File: src/rtl/i2s_sched_pkg.sv
// i2s_sched_pkg: shared state encoding and width defaults for the I2S buffer scheduler
package i2s_sched_pkg;
    localparam int ADDR_WIDTH_DEF = 32;
    localparam int SIZE_WIDTH_DEF = 24;
    localparam int WORD_BYTES = 4;
    localparam int WORD_SHIFT = $clog2(WORD_BYTES);
    typedef enum logic [2:0] {IDLE, SETUP, READ, FINISH, WAIT_DROP} state_t;
endpackage

File: src/rtl/i2s_buf_descriptor.sv
// i2s_buf_descriptor: one armable audio buffer holding base, size, read offset and ready flag
module i2s_buf_descriptor
    import i2s_sched_pkg::*;
#(
    parameter int ADDR_WIDTH = ADDR_WIDTH_DEF,
    parameter int SIZE_WIDTH = SIZE_WIDTH_DEF
) (
    input  logic                  clk,
    input  logic                  rst,
    input  logic                  i_arm,
    input  logic [ADDR_WIDTH-1:0] i_base,
    input  logic [SIZE_WIDTH-1:0] i_size,
    input  logic                  i_advance,
    output logic                  o_ready,
    output logic                  o_arm_err,
    output logic                  o_exhausted_next,
    output logic [ADDR_WIDTH-1:0] o_addr,
    output logic [SIZE_WIDTH-1:0] o_remaining
);
    logic [ADDR_WIDTH-1:0] r_base;
    logic [SIZE_WIDTH-1:0] r_size;
    logic [SIZE_WIDTH-1:0] r_offset;
    logic                  r_ready;
    logic                  w_accept;

    assign w_accept         = i_arm && !r_ready && (i_size != '0);
    assign o_arm_err        = i_arm && !w_accept;
    assign o_ready          = r_ready;
    assign o_exhausted_next = r_ready && (r_offset + SIZE_WIDTH'(1) == r_size);
    assign o_addr           = r_base + (ADDR_WIDTH'(r_offset) << WORD_SHIFT);
    assign o_remaining      = r_size - r_offset;

    always_ff @(posedge clk or posedge rst) begin
        if (rst) begin
            r_base   <= '0;
            r_size   <= '0;
            r_offset <= '0;
            r_ready  <= 1'b0;
        end else if (w_accept) begin
            r_base   <= i_base;
            r_size   <= i_size;
            r_offset <= '0;
            r_ready  <= 1'b1;
        end else if (i_advance && r_ready) begin
            r_offset <= r_offset + SIZE_WIDTH'(1);
            r_ready  <= !o_exhausted_next;
        end
    end
endmodule

File: src/rtl/i2s_buffer_scheduler.sv
// i2s_buffer_scheduler: ping-pong buffer scheduler streaming memory words to the I2S memory controller
module i2s_buffer_scheduler
    import i2s_sched_pkg::*;
#(
    parameter int ADDR_WIDTH = ADDR_WIDTH_DEF,
    parameter int SIZE_WIDTH = SIZE_WIDTH_DEF
) (
    input  logic                  clk,
    input  logic                  rst,
    input  logic                  enable,
    input  logic [1:0]            buf_arm,
    input  logic [ADDR_WIDTH-1:0] buf_base,
    input  logic [SIZE_WIDTH-1:0] buf_size,
    input  logic                  clear_status,
    input  logic                  request_data,
    input  logic [SIZE_WIDTH-1:0] request_size,
    output logic                  request_finished,
    output logic [31:0]           memory_data,
    output logic                  memory_data_strobe,
    output logic                  mem_rd_stb,
    output logic [ADDR_WIDTH-1:0] mem_addr,
    input  logic                  mem_rd_ack,
    input  logic [31:0]           mem_rd_data,
    output logic [1:0]            buf_done,
    output logic                  arm_err,
    output logic [1:0]            buf_ready,
    output logic                  active_buf,
    output logic                  underrun,
    output logic                  busy
);
    state_t                r_state, w_state_next;
    logic                  r_active, w_toggle;
    logic [SIZE_WIDTH-1:0] r_xfer_cnt, w_xfer_next;
    logic                  r_gap, w_gap_next;
    logic                  r_underrun, w_underrun_set;
    logic [31:0]           r_mem_data;
    logic                  r_data_stb, r_arm_err;
    logic [1:0]            r_buf_done, w_done;
    logic [1:0]            w_ready, w_exh, w_arm_err;
    logic [ADDR_WIDTH-1:0] w_addr [2];
    logic [SIZE_WIDTH-1:0] w_rem [2];
    logic [SIZE_WIDTH-1:0] w_rem_act;
    logic                  w_stb, w_ack;

    for (genvar i = 0; i < 2; i++) begin : g_desc
        i2s_buf_descriptor #(
            .ADDR_WIDTH(ADDR_WIDTH),
            .SIZE_WIDTH(SIZE_WIDTH)
        ) u_desc (
            .clk              (clk),
            .rst              (rst),
            .i_arm            (buf_arm[i]),
            .i_base           (buf_base),
            .i_size           (buf_size),
            .i_advance        (w_ack && (r_active == 1'(i))),
            .o_ready          (w_ready[i]),
            .o_arm_err        (w_arm_err[i]),
            .o_exhausted_next (w_exh[i]),
            .o_addr           (w_addr[i]),
            .o_remaining      (w_rem[i])
        );
    end

    // r_gap forces the one idle strobe cycle between consecutive words
    assign w_stb              = (r_state == READ) && !r_gap;
    assign w_ack              = w_stb && mem_rd_ack;
    assign w_rem_act          = w_rem[r_active];
    assign mem_rd_stb         = w_stb;
    assign mem_addr           = w_stb ? w_addr[r_active] : '0;
    assign request_finished   = (r_state == FINISH);
    assign busy               = (r_state != IDLE);
    assign memory_data        = r_mem_data;
    assign memory_data_strobe = r_data_stb;
    assign buf_done           = r_buf_done;
    assign arm_err            = r_arm_err;
    assign buf_ready          = w_ready;
    assign active_buf         = r_active;
    assign underrun           = r_underrun;

    always_comb begin
        w_state_next   = r_state;
        w_toggle       = 1'b0;
        w_underrun_set = 1'b0;
        w_xfer_next    = r_xfer_cnt;
        w_gap_next     = 1'b0;
        w_done         = 2'b00;
        case (r_state)
            IDLE: begin
                if (enable && request_data) begin
                    if (request_size == '0) begin
                        w_state_next = FINISH;
                    end else if (w_ready[r_active]) begin
                        w_state_next = SETUP;
                    end else if (w_ready[~r_active]) begin
                        w_toggle     = 1'b1;
                        w_state_next = SETUP;
                    end else begin
                        w_underrun_set = 1'b1;
                    end
                end
            end
            SETUP: begin
                w_xfer_next  = (request_size < w_rem_act) ? request_size : w_rem_act;
                w_state_next = READ;
            end
            READ: begin
                // a strobe already on the bus always completes before leaving
                if (w_ack) begin
                    w_xfer_next = r_xfer_cnt - SIZE_WIDTH'(1);
                    if (w_exh[r_active]) begin
                        w_done[r_active] = 1'b1;
                        w_toggle         = 1'b1;
                        w_state_next     = FINISH;
                    end else if (r_xfer_cnt == SIZE_WIDTH'(1) || !enable) begin
                        w_state_next = FINISH;
                    end else begin
                        w_gap_next = 1'b1;
                    end
                end else if (!w_stb && !enable) begin
                    w_state_next = FINISH;
                end
            end
            FINISH:    w_state_next = WAIT_DROP;
            WAIT_DROP: w_state_next = request_data ? WAIT_DROP : IDLE;
            default:   w_state_next = IDLE;
        endcase
    end

    always_ff @(posedge clk or posedge rst) begin
        if (rst) begin
            r_state    <= IDLE;
            r_active   <= 1'b0;
            r_xfer_cnt <= '0;
            r_gap      <= 1'b0;
            r_underrun <= 1'b0;
            r_mem_data <= '0;
            r_data_stb <= 1'b0;
            r_buf_done <= 2'b00;
            r_arm_err  <= 1'b0;
        end else begin
            r_state    <= w_state_next;
            r_active   <= r_active ^ w_toggle;
            r_xfer_cnt <= w_xfer_next;
            r_gap      <= w_gap_next;
            r_underrun <= w_underrun_set || (r_underrun && !clear_status);
            r_data_stb <= w_ack;
            r_buf_done <= w_done;
            r_arm_err  <= |w_arm_err;
            if (w_ack) r_mem_data <= mem_rd_data;
        end
    end
endmodule

File: config.mk
export PLATFORM = sky130hd
export DESIGN_NAME = i2s_buffer_scheduler
export DESIGN_NICKNAME = d
export VERILOG_FILES = /design/src/rtl/i2s_sched_pkg.sv /design/src/rtl/i2s_buf_descriptor.sv /design/src/rtl/i2s_buffer_scheduler.sv
export SDC_FILE = /design/constraint.sdc
export NUM_CORES = 1
export LEC_CHECK = 0
export BUFFER_PORTS_ARGS = -buffer_cell sky130_fd_sc_hd__buf_2
export CORE_MARGIN = 5
export CORE_UTILIZATION = 38
export CTS_CLUSTER_DIAMETER = 200
export DETAILED_ROUTE_END_ITERATION = 6
export GPL_ROUTABILITY_DRIVEN = 0
export PLACE_DENSITY = 0.68
export SKIP_LAST_GASP = 1
export SYNTH_ARGS = -nofsm -noshare
export SYNTH_HDL_FRONTEND = slang
export SYNTH_SLANG_ARGS = --single-unit
File: constraint.sdc
create_clock -name clk -period 9.45 [get_ports clk]
set_input_delay 0.945 -clock clk [delete_from_list [all_inputs] [get_ports clk]]
set_output_delay 0.945 -clock clk [all_outputs]
set_load 0.005 [all_outputs]
---- Word-level counts from Yosys, hierarchy flattened ----
Index checks and enable logic that the tools add are counted.
word-level totals
  logic and storage cells ................. 139
  bits of input ports ..................... 120
  flip-flop bits (word level) ............. 228
  output and inout port bits .............. 75
operators by class
  add/subtract/negate cells ............... 7
  bitwise gates (word level) .............. 3
  eq/ne operators ......................... 12
  $lt $le $gt $ge ......................... 5
  multiplexer cells ....................... 55
  reduce and logical (&&, ||, !) cells .... 40
operator list
  operator               count
  $mux 24                9
  $mux 32                4
  $add 32x26->32         2
  $add 24x1->24 const B  2
  $eq 24x24->1           2
  $pmux 24 s2            1
  $sub 24x24->24         2
  $mux 3                 9
  $mux 1                 26
  $eq 24x1->1 const B    1
  $logic_not 24->1       1
  $lt 24x24->1           1
  $reduce_bool 24->1     1
  $sub 24x1->24 const B  1
  $logic_and 1x1->1      18
  $pmux 3 s5             1
  $logic_not 1->1        10
  $eq 3x2->1 const B     2
  $mux 2                 3
  $reduce_bool 2->1      3
  $lt 1x2->1 const B     2
  $ne 2x2->1 const B     2
  $ne 4x2->1 const B     1
  $ne 4x4->1 const B     1
  other kinds (16)       17

---- Logic depth before layout (Yosys ltp) ----
  depth after elaboration ................. 9
  gate-level depth with buffers ........... 22
  depth with buffers taken out ............ 19

---- Modules after synthesis ----
From an unflattened synthesis, not the netlist that was laid out.
second synthesis, totals
  cells, all modules ...................... 2039
  area total of the unflattened synthesis .. 18078.6 um2
by module, submodules not included
  module                seq. area each (um2)  area each (um2)  times used  cells an instance
  i2s_buf_descriptor    2026.9                6636.4           2           728
  i2s_buffer_scheduler  1651.6                4805.9           1           583

---- Worst setup path before layout ----
OpenSTA, ideal clock, no wires.
  path type ............................... reg-to-reg
  start ................................... register g_desc[1].u_desc.r_offset[2]
  end ..................................... register r_xfer_cnt[10]
  buffers on the path ..................... 3
  cell stages (with the launch flop) ...... 21
  data required time ...................... 9326 ps
  slack ................................... 4751 ps
  arrival ................................. 4575 ps
  period minus slack after synthesis ...... 4699 ps
  library setup time ...................... 124 ps
  cell sequence ........................... dfrtp_1 -> buf_2 -> inv_1 -> ha_1 -> nor2b_1 -> o31a_1 -> o311ai_0 -> a21boi_0 -> a21oi_1 -> xnor2_1 -> mux2i_1 -> ha_1 -> a21o_1 -> a2111oi_0 -> o21ai_0 -> o211ai_1 -> o2111a_1 -> clkbuf_1 -> clkbuf_1 -> o21ai_0 -> a211o_1
between the ends
  cells in the longest elaborated chain, start to end .. 7
RTL lines
  element                                         line                         source
  start: declaration                              i2s_buf_descriptor.sv:22     logic [SIZE_WIDTH-1:0] r_offset;
  start signal: assignment                        i2s_buf_descriptor.sv:45     r_offset <= r_offset + SIZE_WIDTH'(1);
  $sub 24x24->24 (*)                              i2s_buf_descriptor.sv:31     assign o_remaining = r_size - r_offset;
  $mux 24 (not written as such) (*) (3 in a row)  i2s_buffer_scheduler.sv:67   assign w_rem_act = w_rem[r_active];
  $lt 24x24->1                                    i2s_buffer_scheduler.sv:103  w_xfer_next = (request_size < w_rem_act) ? request_size : w_rem_act;
  $mux 24 (*)                                     i2s_buffer_scheduler.sv:103
  $pmux 24 s2 (*)                                 i2s_buffer_scheduler.sv:87   case (r_state)
  end signal: assignment                          i2s_buffer_scheduler.sv:143  r_xfer_cnt <= w_xfer_next;
  end: declaration                                i2s_buffer_scheduler.sv:33   logic [SIZE_WIDTH-1:0] r_xfer_cnt, w_xfer_next;
Mark *: on every way between the ends. The rest lies on a longest branch, timed or not. The select of a mux whose other input is x is not followed.
A chain may end at the register's enable or synchronous reset.

---- Worst setup path in the final report ----
  start ................................... register g_desc[1].u_desc.r_offset[2]
  end ..................................... register r_xfer_cnt[19]
The elaborated chain is that of the path after synthesis.

==> flow_summary.toml <==
[job]
cap_violations = 0

[synthesis]
yosysWarningCount = 0
async_flop_share_pct = 100
synth_cells = 2187
seq_area_frac_synth_pct = 32.1
avgSynthCellArea_um2 = 8.13
synth_cell_types = 79
syn_nets = 2432
synth-edff-count = 0
ys_seq_elements = 228
ys.flop_type = "dfrtp_1"
synth_area_um2 = 17800

[die]
initial_core_util_pct = 38.3
die_x_um = 226
io_pins = 195
fp.dieArea_um2 = 51200
die_h_um = 226
core-area_um2 = 46500
rows = 79

[setup_path]
cp_max_fo = 30
cp.arrival_ps = 6750
setup.worst_path.class = "flip-flop to flip-flop"
cp-end-kind = "flip-flop"
start_kind = "flip-flop"
critPathRequiredTime_ps = 9840

[sta]
fin_crit_ps = 6360
slew_viol_final = 0
fmax_mhz = 157
worst_pin_slew_ps = 1040
finalHoldViolCount = 0
rsz0062_at_grt = "false"
hold_slack_ps = 470
fin_tns_setup_ps = 0
setup_viol = 0
maxSlewHeadroom_pct = 30.6
final_min_period_over_clock_period_pct = 67.3
finalClockSkew_ps = 19.2

[drt]
vias_per_cell = 5.88
drt_iter0_drc = 1691
wl_per_cell_um = 20.0
num_vias = 17407
wl_um = 59300
dr.pass1.iters = 6
drc_errors = 0
antenna_left = 0

[layout]
fin_nets = 2581
layout_common_cells = "nand2_1 (411), dfrtp_1 (227), buf_2 (194), o21ai_0 (149), nor2_1 (144)"
drive_gt1_share_pct = 14.9
areaGrowthSynthToFinish_pct = 13.9
insertedDiodeCount = 0
layout_commonest_cell = "nand2_1"

[power]
intPower_mw = 3.63
pwr-share-comb_pct = 57.5
p_leak_nw = 9.16
peakVddDrop_mv = 0.167
p_sw_share_pct = 46.6
power_switching_mw = 3.17
pwr-share-seq_pct = 25.7
clock_power_share_pct = 16.8
p_total_mw = 6.80
power.density_nw_per_um2 = 336

[grt]
grt-ovfl-total = 0
grt_pass1_vias = 16768
grt.busiest_layer = "met2"
grt_start_max_net_pins = 96
gr-usage-met1_pct = 29.9
grt_first_pass_wirelength_um = 92200
grt_use_total_pct = 22.2
grt_use_met2_pct = 36.5
gr-usage-met3_pct = 3.51
antenna_found_initial = 0

[clock_tree]
numCtsBuffers = 28
cts.repair.resized = 0
cts_tree = "yes"
root_buffer = "clkbuf_16"
cts_buffer_depth = 3
hold_buffers = 0
path_clk_slew_ps = 60
htree_num_levels = 1
cts.sinks = 228
postCtsSetupBuffers = 0
insertion_delay_ps = 580

[run_status]
outcome = "finished, final reports clean"

[placement]
port-buffer-count = 194
dp_hpwl_um = 45300

[min_path]
min_path_type = "flip-flop to flip-flop"
## cell usage after synthesis (37+ instances only)
cell | n | area share (%)
a21o_1 | 42 | 1.8
a21oi_1 | 125 | 3.5
a31oi_1 | 37 | 1.3
clkbuf_1 | 74 | 1.6
dfrtp_1 | 228 | 32
ha_1 | 121 | 8.5
inv_1 | 81 | 1.7
mux2_2 | 59 | 3.7
nand2_1 | 412 | 8.7
nand3_1 | 61 | 1.7
nor2_1 | 144 | 3.0
nor3_1 | 48 | 1.4
o21ai_0 | 149 | 4.2
xnor2_1 | 91 | 4.5
xor2_1 | 39 | 1.9
## final timing paths
path                                              start        endpoint  slack (ps)  depth (start not counted)
min reg2reg                              memory_data[9]  memory_data[9]         470                          2
max in group asynchronous                           rst      active_buf        7430                          3
max                        g_desc[1].u_desc.r_offset[2]  r_xfer_cnt[19]        3090                         18
max reg2reg                g_desc[1].u_desc.r_offset[2]  r_xfer_cnt[19]        3090                         18
min                                      memory_data[9]  memory_data[9]         470                          2
min in group asynchronous                           rst  memory_data[9]         480                          2
## final cells by class
class | count | area [µm²]
Fill cell | 4579 | 26200
Multi-Input combinational cell | 1785 | 11400
Sequential cell | 228 | 5710
Timing Repair Buffer | 210 | 1090
Clock buffer | 39 | 802
Tap cell | 607 | 759
Inverter | 83 | 319
Clock inverter | 9 | 159
## worst max-delay path, stage by stage (launching register included)
cell and delay [ps]:
dfrtp_1 520, inv_1 80, ha_1 350, nor2b_1 180, o31a_1 290, o311ai_0 640
a21boi_0 470, a21oi_1 290, xnor2_1 100, mux2i_1 240, ha_1 320, a21o_1 170
a2111oi_0 460, o21ai_0 160, o211ai_1 100, o2111a_1 910, inv_1 460, o31ai_1 350
a31oi_1 90
## per-layer routing
metal  routed length (µm)  part of all wire [%]
met1                25100                    42
met2                26700                    45
met3                 4940                   8.3
met4                 2540                   4.3
met5                    0                     0
## per-stage QoR
stage / util, % / std cells / worst slack (ps) / instance area [µm²]
2_1_floorplan: - / 2187 / 2260 / 17800
3_3_place_gp: 41.5 / 2913 / 3470 / 19300
3_5_place_dp: 41.5 / 2913 / 3290 / 19300
4_1_cts: 43.6 / 2961 / 3270 / 20300
5_1_grt: 43.6 / 2961 / 2730 / 20300
6_report: 43.6 / 2961 / 3090 / 20300
## cells by family (layout without fill, tap and decap cells)
kind of cell | Yosys count | after routing | synth area share (%)
AOI/OAI and AO/OA | 577 | 577 | 21.1
xor gates and xnor gates | 130 | 130 | 6.40
adders and majority gates | 125 | 125 | 8.96
buffers and inverters | 174 | 341 | 3.78
DFF | 228 | 228 | 32.1
muxes | 78 | 78 | 4.80
and+or+nand+nor | 875 | 875 | 22.9
## power by group through the flow
stage | Clock (mW) | Sequential [mW] | Combinational, mW
detailed placement | 0 | 1.76 | 3.83
floorplan | 0 | 1.60 | 2.82
global route | 1.20 | 1.80 | 4.31
global placement | 0 | 1.74 | 3.74
finish | 1.14 | 1.75 | 3.91
CTS | 1.17 | 1.74 | 3.86
## registers in the layout, indices dropped and copies added, names as in the netlist, 2 cells and up
register,flops
g_desc.u_desc.r_base,64
g_desc.u_desc.r_offset,48
g_desc.u_desc.r_size,48
memory_data,32
r_xfer_cnt,24
r_state,3
buf_done,2
g_desc.u_desc.o_ready,2
No activity file was read; power rests on OpenSTA's default activity.
